--- config.mk ---
export PLATFORM = sky130hd
export DESIGN_NAME = load_route_ctrl
export DESIGN_NICKNAME = d
export VERILOG_FILES = /design/src/rtl/route_pkg.sv /design/src/rtl/load_route_ctrl.sv
export SDC_FILE = /design/constraint.sdc
export NUM_CORES = 1
export LEC_CHECK = 0
export BUFFER_PORTS_ARGS = -buffer_cell sky130_fd_sc_hd__buf_2
export CORE_ASPECT_RATIO = 2
export CORE_MARGIN = 1
export CORE_UTILIZATION = 52
export DETAILED_ROUTE_END_ITERATION = 6
export GPL_TIMING_DRIVEN = 0
export PLACE_DENSITY = 0.8
export SLEW_MARGIN = 20
export SYNTH_ARGS = -nofsm -noshare
export SYNTH_HDL_FRONTEND = slang
export SYNTH_SLANG_ARGS = --single-unit
--- constraint.sdc ---
create_clock -name clk -period 2.05 [get_ports clk]
set_clock_uncertainty 0.05 [all_clocks]
set_input_delay 0.205 -clock clk [delete_from_list [all_inputs] [get_ports clk]]
set_output_delay 0.205 -clock clk [all_outputs]
set_load 0.01 [all_outputs]
--- src/rtl/route_pkg.sv ---
// Shared definitions for the load routing controller.
//   load_state_t : sequencer states (IDLE, three load phases, DONE)
//   SEL_*        : demux select codes; SEL_IDLE makes the demux drive zeros
package route_pkg;

    typedef enum logic [2:0] {
        IDLE  = 3'd0,
        LOAD0 = 3'd1,
        LOAD1 = 3'd2,
        LOAD2 = 3'd3,
        DONE  = 3'd4
    } load_state_t;

    localparam logic [1:0] SEL_DEST0 = 2'd0;
    localparam logic [1:0] SEL_DEST1 = 2'd1;
    localparam logic [1:0] SEL_DEST2 = 2'd2;
    localparam logic [1:0] SEL_IDLE  = 2'd3;

endpackage

--- src/rtl/load_route_ctrl.sv ---
// Upstream sequencer for the 1-to-3 routing demux.
// Accepts a valid/ready stream of words and routes the first LEN0 words to destination 0,
// the next LEN1 to destination 1 and the next LEN2 to destination 2. Each accepted word is
// presented one cycle later on data_out/sel with a write strobe and per-destination address.
// Ports:
//   clk, rst_n          clock, asynchronous active-low reset
//   start, abort        begin a sequence (IDLE only) / return to IDLE from anywhere
//   in_data, in_valid   incoming stream; in_ready is high in the load states unless abort
//   data_out, sel       to demux; sel = 3 when no word is being written
//   wr_en, wr_addr      write strobe and word index within the current destination
//   busy, done          high in load states / one-cycle pulse in DONE
module load_route_ctrl
    import route_pkg::*;
#(
    parameter int unsigned DATA_W = 16,
    parameter int unsigned LEN0   = 784,
    parameter int unsigned LEN1   = 7840,
    parameter int unsigned LEN2   = 10,
    parameter int unsigned ADDR_W = 13
) (
    input  logic              clk,
    input  logic              rst_n,
    input  logic              start,
    input  logic              abort,
    input  logic [DATA_W-1:0] in_data,
    input  logic              in_valid,
    output logic              in_ready,
    output logic [DATA_W-1:0] data_out,
    output logic [1:0]        sel,
    output logic              wr_en,
    output logic [ADDR_W-1:0] wr_addr,
    output logic              busy,
    output logic              done
);

    localparam logic [ADDR_W-1:0] LAST0 = ADDR_W'(LEN0 - 1);
    localparam logic [ADDR_W-1:0] LAST1 = ADDR_W'(LEN1 - 1);
    localparam logic [ADDR_W-1:0] LAST2 = ADDR_W'(LEN2 - 1);

    load_state_t       state_q, state_d;
    logic [ADDR_W-1:0] cnt_q, cnt_d;
    logic [DATA_W-1:0] data_out_q, data_out_d;
    logic [1:0]        sel_q, sel_d;
    logic              wr_en_q, wr_en_d;
    logic [ADDR_W-1:0] wr_addr_q, wr_addr_d;

    logic              loading;
    logic              accept;
    logic [ADDR_W-1:0] last_idx;
    logic [1:0]        cur_sel;
    load_state_t       next_phase;

    // Per-phase final index, destination code and successor state.
    always_comb begin
        last_idx   = LAST0;
        cur_sel    = SEL_IDLE;
        next_phase = IDLE;
        unique case (state_q)
            LOAD0: begin
                last_idx   = LAST0;
                cur_sel    = SEL_DEST0;
                next_phase = LOAD1;
            end
            LOAD1: begin
                last_idx   = LAST1;
                cur_sel    = SEL_DEST1;
                next_phase = LOAD2;
            end
            LOAD2: begin
                last_idx   = LAST2;
                cur_sel    = SEL_DEST2;
                next_phase = DONE;
            end
            default: ;
        endcase
    end

    assign loading  = (state_q == LOAD0) || (state_q == LOAD1) || (state_q == LOAD2);
    // Ready depends only on state and abort so upstream never sees a valid->ready loop.
    assign in_ready = loading && !abort;
    assign accept   = in_valid && in_ready;

    always_comb begin
        state_d = state_q;
        cnt_d   = cnt_q;
        unique case (state_q)
            IDLE: begin
                if (start) begin
                    state_d = LOAD0;
                    cnt_d   = '0;
                end
            end
            LOAD0, LOAD1, LOAD2: begin
                if (accept) begin
                    if (cnt_q == last_idx) begin
                        cnt_d   = '0;
                        state_d = next_phase;
                    end else begin
                        cnt_d = cnt_q + ADDR_W'(1);
                    end
                end
            end
            DONE:    state_d = IDLE;
            default: state_d = IDLE;
        endcase
        // Abort overrides everything, including a same-cycle start in IDLE.
        if (abort) begin
            state_d = IDLE;
            cnt_d   = '0;
        end
    end

    always_comb begin
        data_out_d = '0;
        sel_d      = SEL_IDLE;
        wr_en_d    = 1'b0;
        wr_addr_d  = wr_addr_q;
        if (accept) begin
            data_out_d = in_data;
            sel_d      = cur_sel;
            wr_en_d    = 1'b1;
            wr_addr_d  = cnt_q;
        end
    end

    always_ff @(posedge clk or negedge rst_n) begin
        if (!rst_n) begin
            state_q    <= IDLE;
            cnt_q      <= '0;
            data_out_q <= '0;
            sel_q      <= SEL_IDLE;
            wr_en_q    <= 1'b0;
            wr_addr_q  <= '0;
        end else begin
            state_q    <= state_d;
            cnt_q      <= cnt_d;
            data_out_q <= data_out_d;
            sel_q      <= sel_d;
            wr_en_q    <= wr_en_d;
            wr_addr_q  <= wr_addr_d;
        end
    end

    assign data_out = data_out_q;
    assign sel      = sel_q;
    assign wr_en    = wr_en_q;
    assign wr_addr  = wr_addr_q;
    assign busy     = loading;
    assign done     = (state_q == DONE);

endmodule

# == Word-level counts from Yosys, hierarchy flattened ==
# Cells that the tools add are included.
# Widths: inputs -> output; s select.
# totals
regBits,48
output_inout_bits,35
elab_cells,41
# op_classes
addsub,1
n_eq_ne,8
muxes,16
n_reduce_logical,10
# op_table
operator,n
$mux 13,4
$pmux 13 s2,2
$mux 16,1
$add 13x1->13 const B,1
$eq 13x13->1,1
$mux 3,4
$ne 3x3->1 const B,3
$pmux 3 s3,1
$eq 3x2->1 const B,2
$pmux 2 s3,1
$pmux 3 s2,1
$reduce_and 3->1,2
$eq 3x1->1 const B,1
$eq 3x3->1 const B,1
$logic_not 3->1,1
$reduce_bool 3->1,1
$reduce_or 3->1,1
$logic_and 1x1->1,2
$logic_or 1x1->1,2
$mux 2,1
$logic_not 1->1,1
$mux 1,1

# == Depth between registers and ports, before layout ==
# Gate-level depths: netlist of run 1.
# logic_depth
word_depth,8
ltp_mapped,8
depth_no_buf,6

# == Worst setup path after synthesis of run 1 ==
# No wires, ideal clock.
# synth_path
path_type,reg2reg
start,register cnt_q[0]
end,register cnt_q[12]
setup_ns,0.131
arrival_time_ns,1.560
required_time_ns,1.869
slack_ns,0.309
path_stages_with_launch,7
cell_sequence,dfrtp_1 ha_1 nand2_1 nor4_1 nand3_1 a41oi_1 o31ai_2
# synth_between
elab_chain_len,5
# synth_lines
element,line_no,rtl
start: declaration,load_route_ctrl.sv:41,"logic [ADDR_W-1:0] cnt_q, cnt_d;"
start signal: assignment,load_route_ctrl.sv:136,cnt_q <= cnt_d;
$add 13x1->13 or $eq 13x13->1 (tied branches),"load_route_ctrl.sv:99, load_route_ctrl.sv:95",
$mux 13 (*),load_route_ctrl.sv:95,if (cnt_q == last_idx) begin
$mux 13 (*),load_route_ctrl.sv:94,if (accept) begin
$pmux 13 s2 (*),load_route_ctrl.sv:86,unique case (state_q)
$mux 13 (*),load_route_ctrl.sv:107,if (abort) begin
# Every way passes the cells marked *; elsewhere a longest branch is shown, timed or not. The select of a mux whose other input is x is not followed.
# A chain may end at the register's enable or synchronous reset.

# == Final worst setup path of run 1 ==
# layout_path
start,register cnt_q[1]
end,register cnt_q[9]
# The elaborated chain is that of the path after synthesis.

==> key figures, run 1 <==
Outcome
  – Status: finished, final reports clean

Synth
  – Synthesis warning total: 0
  – Sequential cell area fraction in the yosys report: 0.5386
  – Post-Syn Area: 0.002235 mm²
  – Post-synth EDFFs: 0
  – Share of the synthesized area in the top cell type: 0.5151
  – Largest family of logic cells by synthesized area: simple AND/OR/NAND/NOR gates
  – Most used DFF post-synth: dfrtp_1
  – Post-Synth Adder-Cell Area: 0.005599
  – Mux contribution to synthesized area: 0.008959
  – Flops & latches, synth: 48
  – Synth area leader: dfrtp_1
  – Fraction of registers with async set/reset: 1.000
  – Avg Cell Area, Syn: 10.16 µm²
  – Synth Net Count: 242
  – Cell variety after synth: 45
  – Synth Area in Compound Gates: 0.1243
  – Syn Inst Count: 220
  – Synth Area in Simple Gates: 0.2581
  – Synth top area cells: dfrtp_1, nand2_1, and3_1
  – Synth Area in XOR/XNOR: 0.003919

Final layout
  – Fin cells: 336
  – Layout cells sized above 1: 0.3275
  – Ant. Diodes: 0
  – Commonest non-fill, non-tap cells in the layout: buf_2, nand2_1, dfrtp_1
  – Most common cell after layout, fill and taps aside: buf_2
  – Area Growth Syn to Fin: 21.33%
  – Post-route cell area: 0.002711 mm²
  – Fillers: 348
  – Final nets: 305

Timing
  – Slew @ Worst Pin: 575.5 ps
  – Final max-slew violation count: 0
  – Final cycle utilization of the critical path: 0.9699
  – Final hold vios: 0
  – Post-layout min period: 1988 ps
  – Fmax: 502.9 MHz
  – Unrepaired setup endpoints after global routing: false
  – Rel. slew slack: 0.6163
  – Worst hold slack: 86.73 ps
  – # setup viols final: 0

Setup path
  – Slowest cell on crit path: dfrtp_1
  – Critical path data required time: 2170 ps
  – CP max FO: 10
  – Crit. End Element: register
  – Crit path largest cell delay: 460 ps
  – Critical setup path kind: register to register
  – Crit path cell chain: or2_2 > mux2i_1 > o2111ai_2 > buf_6 > a41oi_1 > o31ai_2
  – Worst path arrival time: 2110 ps
  – CP startpoint kind: register

Pwr
  – LEAKAGE: 0.001414 µW
  – P per Cell Area: 624.8 mW/mm²
  – VDD IR max: 0.4749 mV

Detailed routing
  – Avg Vias per Cell: 5.577
  – DRT antenna net count: 0
  – Per-cell routed wire length: 14.47 µm
  – Vias: 1,874
  – Routed WL: 4861 µm
  – Drt first pass iters: 4
  – DRC: 0
  – Drt first-iter violations: 59

Clock tree
  – Clock-pin slew on the worst setup and hold paths: 90 ps
  – CTS H-Tree Depth: 2
  – CTS tree: yes
  – CTS Buf Count: 5
  – Clock Latency Late Sink: 300 ps
  – Max clock buf depth: 2
  – Post-CTS Setup Repair Bufs: 0
  – Clock Sinks: 48
  – Root cell of the clock tree: clkbuf_8

Floorplanning
  – I/O Pins: 56
  – CORE AREA: 0.004088 mm²
  – Die width: 48.36 µm
  – Rows: 33
  – DIE HEIGHT: 94.71 µm
  – Total die area: 0.004580 mm²
  – Initial cell density of the core: 0.5467

Placement
  – Placer Congestion: 0.8756
  – Input/output buffers: 55
  – Dpl hpwl: 3525 µm
  – Placed Cells: 327
  – Post-DP Area: 0.002575 mm²

Global route
  – Overall routing resource usage: 0.2309
  – Largest net degree at the start of global routing: 49
  – Vias in the first global route: 1,852
  – Total gr overflow: 0
  – First-pass GRT wire length: 8017 µm
  – Initial antenna violation count: 0

Worst hold path
  – Min-Delay Path Class: input port to register

Flow run
  – Maximum Capacitance Violations: 0
## power breakdown
part | switching, µW | internal [µW]
clock | 302 | 274
sequential | 8.39 | 963
combinational | 88.2 | 58.5
## final cells by class
cell class / count / area [µm²] / area share
Buffer: 14 / 110.1 / 0.04061
Timing Repair Buffer: 56 / 287.8 / 0.1061
Sequential cell: 48 / 1205 / 0.4444
Multi-Input combinational cell: 151 / 923.4 / 0.3406
Tap cell: 52 / 65.06 / 0.02400
Clock buffer: 7 / 86.33 / 0.03184
Inverter: 7 / 26.28 / 0.009691
Clock inverter: 1 / 7.507 / 0.002769
## sequential cells by signal, indices dropped and copies added, names as in the netlist
name      cells
sel           2
data_out     16
wr_en         1
state_q       3
wr_addr      13
cnt_q        13
## synth_stat cells (5+ instances only)
master and number:
and3_1 17, clkbuf_1 5, dfrtp_1 46, inv_1 7, nand2_1 53, nand3_1 5
nor2_1 6, nor3_1 5, o21ai_0 11, o31ai_2 5
## worst max-delay path: cells and delay by family, from the launching register on
| family | cells | cell delay, ps |
|---|---|---|
| buffers and inverters | 1 | 220 |
| flip-flops | 1 | 460 |
| multiplexers | 1 | 210 |
| AND/OR/NAND/NOR | 1 | 330 |
| AO/OA/AOI/OAI | 3 | 590 |
## layer usage
metal / wire length [µm] / up-vias / share of wire / global-route usage
li1: - / 889 / - / -
met1: 1703 / 883 / 0.35 / 0.2275
met2: 2638 / 79 / 0.54 / 0.4155
met3: 240 / 23 / 0.049 / 0.04187
met4: 279 / 0 / 0.057 / 0.1887
met5: 0 / - / 0 / 0
## final timing paths
path                                        startpoint  cells after the start  slack [ps]                     end
worst min register to register  wr_addr[0]$_DFFE_PN0N_                      2         420  wr_addr[0]$_DFFE_PN0N_
worst min-delay path                        in_data[5]                      2          90   data_out[5]$_DFF_PN0_
worst max-delay path              cnt_q[1]$_DFFE_PN0P_                      6          60    cnt_q[9]$_DFFE_PN0P_
min in group asynchronous                        rst_n                      2         390         wr_en$_DFF_PN0_
worst max register to register    cnt_q[1]$_DFFE_PN0P_                      6          60    cnt_q[9]$_DFFE_PN0P_
max in group asynchronous                        rst_n                      2        1120  state_q[2]$_DFFE_PN0P_
## metrics by stage
step	util	TNS (ps)	worst slack, ps	power (µW)
2_1_floorplan	-	0	309.0	1065
3_3_place_gp	0.6299	0	23.67	1131
3_5_place_dp	0.6299	-55.06	-55.06	1135
4_1_cts	0.6556	0	4.009	1707
5_1_grt	0.6633	0	13.13	1753
6_report	0.6633	0	61.67	1694
## cells by family (layout without fill, tap and decap cells)
logic type	count (synthesis)	after routing
AND/OR/NAND/NOR	111	111
adder cells (fa/ha/maj)	1	1
buffers and inverters	21	85
XOR/XNOR	1	1
multiplexers	2	2
flip-flops	48	48
AO/OA/AOI/OAI	36	36
## what timing repair did
item	4_1_cts	5_1_grt
endpoints found under the hold margin	0	46
cloned	0	0
endpoints found under the setup margin	2	6
hold buffers	0	1
pin swaps	0	1
gates resized for setup	2	5
No activity file was read; power rests on OpenSTA's default activity.
==> run 2: changes to the inputs <==
CORE_UTILIZATION = 28   (was 52)
PLACE_DENSITY = 0.49   (was 0.8)
==> run 2 against run 1 <==
Die area up 83%; final cell count up 13%; worst setup slack better by 15 ps; critical endpoint is now cnt_q[12]$_DFFE_PN0P_; maximum frequency up 0.75%; clock-buffer cell count unchanged; global-route usage down 8.7 points; register-to-register slack about the same; largest cell class unchanged; sequential share of layout area down 2.0 points; critical path depth unchanged.
==> key figures, run 2 (synthesized netlist as in run 1, its figures left out) <==
Outcome
  – Status: finished, final reports clean

Clock tree
  – Root cell of the clock tree: clkbuf_16
  – Clock Sinks: 48
  – CTS Buf Count: 5
  – CTS tree: yes
  – Max clock buf depth: 2
  – Clock-pin slew on the worst setup and hold paths: 70 ps
  – CTS H-Tree Depth: 2
  – Clock Latency Late Sink: 290 ps

Final layout
  – Commonest non-fill, non-tap cells in the layout: buf_2, nand2_1, dfrtp_1
  – Ant. Diodes: 0
  – Max reg flops: 16
  – Most common cell after layout, fill and taps aside: buf_2
  – Fillers: 848
  – Layout cells sized above 1: 0.3275
  – Post-route cell area: 0.002836 mm²
  – Area Growth Syn to Fin: 26.93%
  – Final nets: 305

Placement
  – Input/output buffers: 55
  – DP Worst Slack: -78.05 ps
  – Placer Congestion: 0.7863
  – Post-DP Area: 0.002628 mm²
  – Dpl hpwl: 4099 µm

Timing
  – Final worst slack: 76.52 ps
  – Unrepaired setup endpoints after global routing: false
  – Final hold vios: 0
  – Slew @ Worst Pin: 615.3 ps
  – # setup viols final: 0
  – Final max-slew violation count: 0
  – Fmax: 506.7 MHz
  – Post-layout min period: 1973 ps
  – Rel. slew slack: 0.5898
  – Final cycle utilization of the critical path: 0.9627

Floorplanning
  – DIE HEIGHT: 128.3 µm
  – CORE AREA: 0.007657 mm²
  – Die width: 65.17 µm
  – I/O Pins: 56
  – Rows: 45
  – Initial cell density of the core: 0.2918
  – Total die area: 0.008364 mm²

Detailed routing
  – DRC: 0
  – Drt first-iter violations: 47
  – Drt first pass iters: 4
  – Avg Vias per Cell: 4.929
  – DRT antenna net count: 0
  – Per-cell routed wire length: 14.50 µm
  – Vias: 1,863
  – Routed WL: 5480 µm

Global route
  – Largest net degree at the start of global routing: 49
  – Vias in the first global route: 1,853
  – Total gr overflow: 0
  – First-pass GRT wire length: 9032 µm
  – Overall routing resource usage: 0.1436
  – Initial antenna violation count: 0

Pwr
  – LEAKAGE: 0.001443 µW
  – P per Cell Area: 744.5 mW/mm²
  – VDD IR max: 0.4825 mV

Worst hold path
  – Min-Delay Path Class: input port to register
  – Worst hold stages: 2
  – Min-Delay Startpoint: in_data[13]
  – Hold path endpoint: data_out[13]$_DFF_PN0_

Flow run
  – Maximum Capacitance Violations: 0

Setup path
  – Crit. End Element: register
  – Reg-to-reg slack, setup: 80 ps
  – Reg2reg start: cnt_q[1]$_DFFE_PN0P_
  – FF-to-FF path depth: 6
  – RR Endpoint: cnt_q[12]$_DFFE_PN0P_
  – CP max FO: 7
  – Worst path arrival time: 2100 ps
  – Critical setup path kind: register to register
  – Critical path data required time: 2170 ps
  – CP startpoint kind: register
-- run 2: critical path: stages, from the launching register on --
cell,delay [ps]
dfrtp_1,460
ha_1,290
nand2_1,90
nor4_2,420
nand3_1,180
a41oi_1,280
o31ai_2,90
-- run 2: metal layers --
layer	up-vias	wire length [µm]	global-route usage	part of all wire
met5	-	0	0	0
met4	0	147	0.07033	0.027
li1	884	-	-	-
met1	917	1934	0.1474	0.35
met2	51	3197	0.2693	0.58
met3	11	200	0.02482	0.036
-- run 2: worst max-delay path by stage --
stage	startpoint	to	slack (ps)	cells after the start
after floorplan	cnt_q[0]$_DFFE_PN0P_	cnt_q[12]$_DFFE_PN0P_	310	6
after global placement	cnt_q[1]$_DFFE_PN0P_	cnt_q[12]$_DFFE_PN0P_	-60	6
after detailed placement	cnt_q[1]$_DFFE_PN0P_	cnt_q[12]$_DFFE_PN0P_	-80	6
after CTS	state_q[2]$_DFFE_PN0P_	cnt_q[11]$_DFFE_PN0P_	30	6
after global routing	cnt_q[1]$_DFFE_PN0P_	cnt_q[12]$_DFFE_PN0P_	8	6
final	cnt_q[1]$_DFFE_PN0P_	cnt_q[12]$_DFFE_PN0P_	80	6
-- run 2: cell type report --
class,instances,area [µm²],share of cell area
Multi-Input combinational cell,151,907.1,0.3198
Clock inverter,1,30.03,0.01059
Sequential cell,48,1205,0.4248
Timing Repair Buffer,56,287.8,0.1015
Inverter,7,26.28,0.009263
Buffer,14,110.1,0.03882
Clock buffer,7,152.6,0.05382
Tap cell,94,117.6,0.04146
-- run 2: report_power, final --
group	switching, µW	leakage, µW	internal, µW
combinational	89.7	0.000696	58.4
sequential	8.68	0.000657	964
clock	349	0.0000901	642
-- run 2: metrics by stage --
step,TNS (ps),util,std cells,total power (µW),hold slack [ps]
floorplan,0,-,220,1065,-140.6
global placement,-124.4,0.3431,369,1138,392.0
detailed placement,-81.87,0.3431,369,1140,398.5
CTS,0,0.3688,377,2139,93.68
global route,0,0.3704,378,2191,95.28
finish,0,0.3704,378,2112,96.19
-- run 2: what timing repair did --
action | 4_1_cts | 5_1_grt
endpoints found under the hold margin | 0 | 46
buffers inserted | 0 | 0
hold buffers | 0 | 1
gates resized for setup | 4 | 0
pin swaps | 0 | 1
endpoints found under the setup margin | 3 | 1
